==> src/rtl/conv_index_gen.sv <==
// Index sequencer for direct-form linear convolution.
// Walks output n and tap k, presenting one (n,k) beat per accepted handshake.
module conv_index_gen #(
    parameter  int XLEN = 4,
    parameter  int HLEN = 3,
    localparam int NY   = XLEN + HLEN - 1,
    localparam int XW   = (XLEN > 1) ? $clog2(XLEN) : 1,
    localparam int HW   = (HLEN > 1) ? $clog2(HLEN) : 1,
    localparam int YW   = (NY > 1) ? $clog2(NY) : 1
) (
    input  logic          clk,
    input  logic          rstn,
    input  logic          start,
    input  logic          clr,
    input  logic          ready,
    output logic          beat_valid,
    output logic [YW-1:0] y_idx,
    output logic [HW-1:0] h_idx,
    output logic [XW-1:0] x_idx,
    output logic          tap_valid,
    output logic          first,
    output logic          last,
    output logic          busy,
    output logic          done
);

    typedef enum logic [1:0] {
        S_IDLE,
        S_RUN,
        S_DONE
    } state_t;

    localparam logic [HW-1:0] K_LAST = HW'(HLEN - 1);
    localparam logic [YW-1:0] N_LAST = YW'(NY - 1);
    localparam logic [YW:0]   X_MAX  = (YW+1)'(XLEN - 1);

    state_t        state_q, state_d;
    logic [YW-1:0] n_q, n_d;
    logic [HW-1:0] k_q, k_d;

    logic          run;
    logic [YW:0]   n_ext;
    logic [YW:0]   k_ext;
    logic [YW:0]   diff;
    logic          tv;

    // State and loop counters
    always_ff @(posedge clk or negedge rstn) begin
        if (!rstn) begin
            state_q <= S_IDLE;
            n_q     <= '0;
            k_q     <= '0;
        end else begin
            state_q <= state_d;
            n_q     <= n_d;
            k_q     <= k_d;
        end
    end

    // Next state: clr wins, then start in IDLE, then beat acceptance
    always_comb begin
        state_d = state_q;
        n_d     = n_q;
        k_d     = k_q;
        if (clr) begin
            state_d = S_IDLE;
            n_d     = '0;
            k_d     = '0;
        end else begin
            unique case (state_q)
                S_IDLE: begin
                    if (start) begin
                        state_d = S_RUN;
                        n_d     = '0;
                        k_d     = '0;
                    end
                end
                S_RUN: begin
                    if (ready) begin
                        if (k_q == K_LAST) begin
                            k_d = '0;
                            if (n_q == N_LAST) begin
                                state_d = S_DONE;
                                n_d     = '0;
                            end else begin
                                n_d = n_q + YW'(1);
                            end
                        end else begin
                            k_d = k_q + HW'(1);
                        end
                    end
                end
                S_DONE: begin
                    state_d = S_IDLE;
                end
                default: begin
                    state_d = S_IDLE;
                    n_d     = '0;
                    k_d     = '0;
                end
            endcase
        end
    end

    // Beat outputs from registered state only; n-k evaluated one bit wider
    always_comb begin
        run   = (state_q == S_RUN);
        n_ext = (YW+1)'(n_q);
        k_ext = (YW+1)'(k_q);
        diff  = n_ext - k_ext;
        tv    = run && (n_ext >= k_ext) && (diff <= X_MAX);

        beat_valid = run;
        y_idx      = run ? n_q : '0;
        h_idx      = run ? k_q : '0;
        tap_valid  = tv;
        x_idx      = tv ? XW'(diff) : '0;
        first      = run && (k_q == '0);
        last       = run && (k_q == K_LAST);
        busy       = (state_q != S_IDLE);
        done       = (state_q == S_DONE);
    end

endmodule

==> config.mk <==
export PLATFORM = sky130hd
export DESIGN_NAME = conv_index_gen
export DESIGN_NICKNAME = d
export VERILOG_FILES = /design/src/rtl/conv_index_gen.sv
export SDC_FILE = /design/constraint.sdc
export NUM_CORES = 1
export LEC_CHECK = 0
export CAP_MARGIN = 0
export CORE_ASPECT_RATIO = 0.9
export CORE_UTILIZATION = 40
export CTS_CLUSTER_DIAMETER = 150
export DETAILED_ROUTE_END_ITERATION = 10
export DONT_BUFFER_PORTS = 1
export HOLD_SLACK_MARGIN = 0.15
export PLACE_DENSITY_LB_ADDON = 0.15
export SLEW_MARGIN = 20
export SYNTH_ARGS = -nofsm -noshare
export SYNTH_HDL_FRONTEND = slang
export SYNTH_SLANG_ARGS = --single-unit
==> constraint.sdc <==
create_clock -name clk -period 2.6 [get_ports clk]
set_input_delay 0.65 -clock clk [delete_from_list [all_inputs] [get_ports clk]]
set_output_delay 0.65 -clock clk [all_outputs]
set_load 0.05 [all_outputs]
==> reports/qor.csv <==
stage,metric,value,unit
run_status,outcome,"complete, but fails checks",
run_status,failing checks,negative setup slack,
yosys,Post-Synthesis Net Count,74,
yosys,Avg Inst Size Synth,8.893,um^2
timing,final hold violations,0,
die,total core area,0.001291,mm^2
clock_network,H-tree Lvls,1,
yosys,number of synthesized register bits,7,
routing,per-cell routed wire length,14.68,um
timing,hold_ws,495.2,ps
worst_setup_path,CP endpoint kind,output port,
hold_path,hold_sp,clr,
final_layout,nets@finish,98,
yosys,"Distinct cells, synth",32,
die,Cell Rows,12,
power,Power Dens Cells,980.6,mW/mm^2
grt,GRT Total Usage,0.2193,
yosys,Post-Synthesis Cells,65,
placement,port bufs,0,
placement,hpwl dp,964.5,um
routing,First DRT Iteration DRCs,10,
routing,via count,567,
routing,Residual DRC,0,
grt,initial antenna violation count,0,
grt,total grt overflow,0,
grt,first-pass GRT wire length,2.470,mm
die,Die Wd,42.07,um
worst_setup_path,Startpoint Class,flop,
worst_setup_path,crit-path max FO,3,
final_layout,"commonest non-fill, non-tap cell in the layout",buf_4,
routing,DR vias/cell,5.559,
grt,vias in the first global route,526,
clock_network,CTS buffer count,3,
yosys,top cell type's share of synthesized area,0.3030,
power,Lkg Pwr,0.3822,nW
routing,Routed Wire Length,1.497,mm
worst_setup_path,reg2reg start,n_q[0],
final_layout,share of layout cells above drive strength 1,0.4773,
yosys,"Seq/Total Area, Yosys",0.3030,
timing,max_slew headroom,0.6786,
yosys,Yosys warning count,0,
power,Total Power,826.9,uW
worst_setup_path,Required @ worst endpoint,1950,ps
run,Max Cap Viol,0,
timing,Final setup viols,2,
routing,drt pass-1 iters,4,
timing,RSZ-0062 raised after global routing,true,
die,Top Ports,18,
worst_setup_path,CP Class,flop to output port,
clock_network,Clock Root Buffer,clkbuf_4,
timing,crit path time final,2636,ps
timing,worst slew pin tran,482.0,ps
hold_path,hold path depth,1,
final_layout,n_diodes,0,
placement,routability cong.,0.7335,
hold_path,Hold Path Sink,k_q[1],
yosys,Netlist Area Pre-Place,578.1,um^2
clock_network,clk sinks,7,
worst_setup_path,Reg-to-Reg End,n_q[2],
timing,final setup margin,-36.24,ps
timing,max-slew violations,0,
final_layout,"Area growth, synth to finish",45.89,%
clock_network,CTS tree,built,
yosys,Area contributors post-synth,"dfrtp_1, ha_1, inv_1",
clock_network,"Reg clk slew, reported paths",50,ps
final_layout,Final Cell Area,843.3,um^2
clock_network,maximum clock insertion buffer count,2,
routing,Final ANT Viol Nets,0,
power,peak supply drop,470.3,uV
clock_network,worst skew pair latency,250,ps
timing,Final Skew,2.740,ps
timing,period utilisation layout,1.014,
grt,largest net degree at the start of global routing,12,
worst_setup_path,crit path DAT,1990,ps
die,Initial Utilization,0.4477,
yosys,top cell type by total area after synthesis,dfrtp_1,
placement,post-place instance area,700.7,um^2
final_layout,Util after Layout,0.6531,
worst_setup_path,worst-case reg-to-reg path depth,11,
worst_setup_path,Reg2Reg Setup Slack,840,ps
hold_path,Hold WC Path Type,input port to flop,
final_layout,"commonest cells after routing, fill and taps aside","buf_4, nand2_1, dfrtp_1",
die,die area,0.001601,mm^2
timing,Fmax,379.3,MHz
die,die height,38.07,um
==> critical path, stage by stage (launching register included) <==
cell     delay [ps]
dfrtp_1         390
inv_2            90
ha_4            140
inv_4            40
fa_2            320
inv_2            70
ha_4            180
and4b_2         220
nor2b_4         140
buf_12          140
==> area by class of cell <==
class | instances | area, um^2
Fill cell | 102 | 447.9
Tap cell | 14 | 17.52
Clock buffer | 4 | 26.28
Sequential cell | 7 | 175.2
Inverter | 7 | 28.78
Timing Repair Buffer | 21 | 176.4
Multi-Input combinational cell | 49 | 419.2
==> registers in the layout, indices dropped and copies added, names as in the netlist <==
| signal | flops |
|---|---|
| state_q | 2 |
| k_q | 2 |
| n_q | 3 |
==> how the worst max path moves through the flow <==
stage,from,endpoint,slack (ps),depth (start not counted)
global placement,n_q[0],x_idx[0],180,9
CTS,n_q[0],x_idx[0],-60,9
detailed placement,n_q[0],x_idx[0],120,9
finish,n_q[0],x_idx[0],-40,9
floorplan,state_q[1],first,-120,2
global route,n_q[0],x_idx[0],-90,10
==> through the flow <==
stage	setup TNS, ps	setup WS, ps	std cells
2_1_floorplan	-273.2	-120.7	65
3_3_place_gp	0	184.0	88
3_5_place_dp	0	117.1	88
4_1_cts	-72.37	-56.26	102
5_1_grt	-216.1	-92.09	102
6_report	-52.19	-36.24	102
==> repair_timing <==
action                                 in CTS  in global routing
endpoints found under the hold margin       7                  0
resized for setup                           8                  3
hold buffers                                1                  0
buffers inserted                            9                  0
pin swaps                                   3                  3
setup endpoints to repair                   3                  4
==> cell families after synthesis <==
| logic type | share of synthesized area |
|---|---|
| buf+inv | 0.07359 |
| flops | 0.3030 |
| compound gates | 0.1991 |
| fa+ha+maj | 0.09958 |
| simple gates | 0.3052 |
| mux | 0.01948 |
==> per-layer routing <==
metal / global-route usage / wire length, um
met4: 0.1719 / 55
met5: 0 / 0
met3: 0.02830 / 79
met2: 0.3477 / 709
met1: 0.2757 / 653
==> report_power, final <==
group          internal, mW  total [mW]  switching, mW
Combinational         0.244       0.574          0.330
Sequential            0.128       0.151         0.0228
Clock                0.0587       0.101         0.0427
==> synthesized netlist by cell type <==
master    number
a211oi_1       1
a21o_1         1
a21oi_1        1
and2_1         2
and2b_1        1
and3_1         1
and4b_1        1
buf_2          1
buf_6          1
dfrtp_1        7
fa_1           1
ha_1           3
inv_1          7
mux2_2         1
nand2_1        7
nand2b_1       1
nor2_1         2
nor2b_1        3
nor3_1         5
nor3b_1        1
nor4_1         3
o21ai_0        2
o21ai_1        1
o221ai_4       1
o22a_1         1
o22ai_2        1
o31a_1         1
o31ai_1        2
o41ai_1        1
or2_2          2
or3b_1         1
or3b_2         1
(Power assumes the default switching activity.)
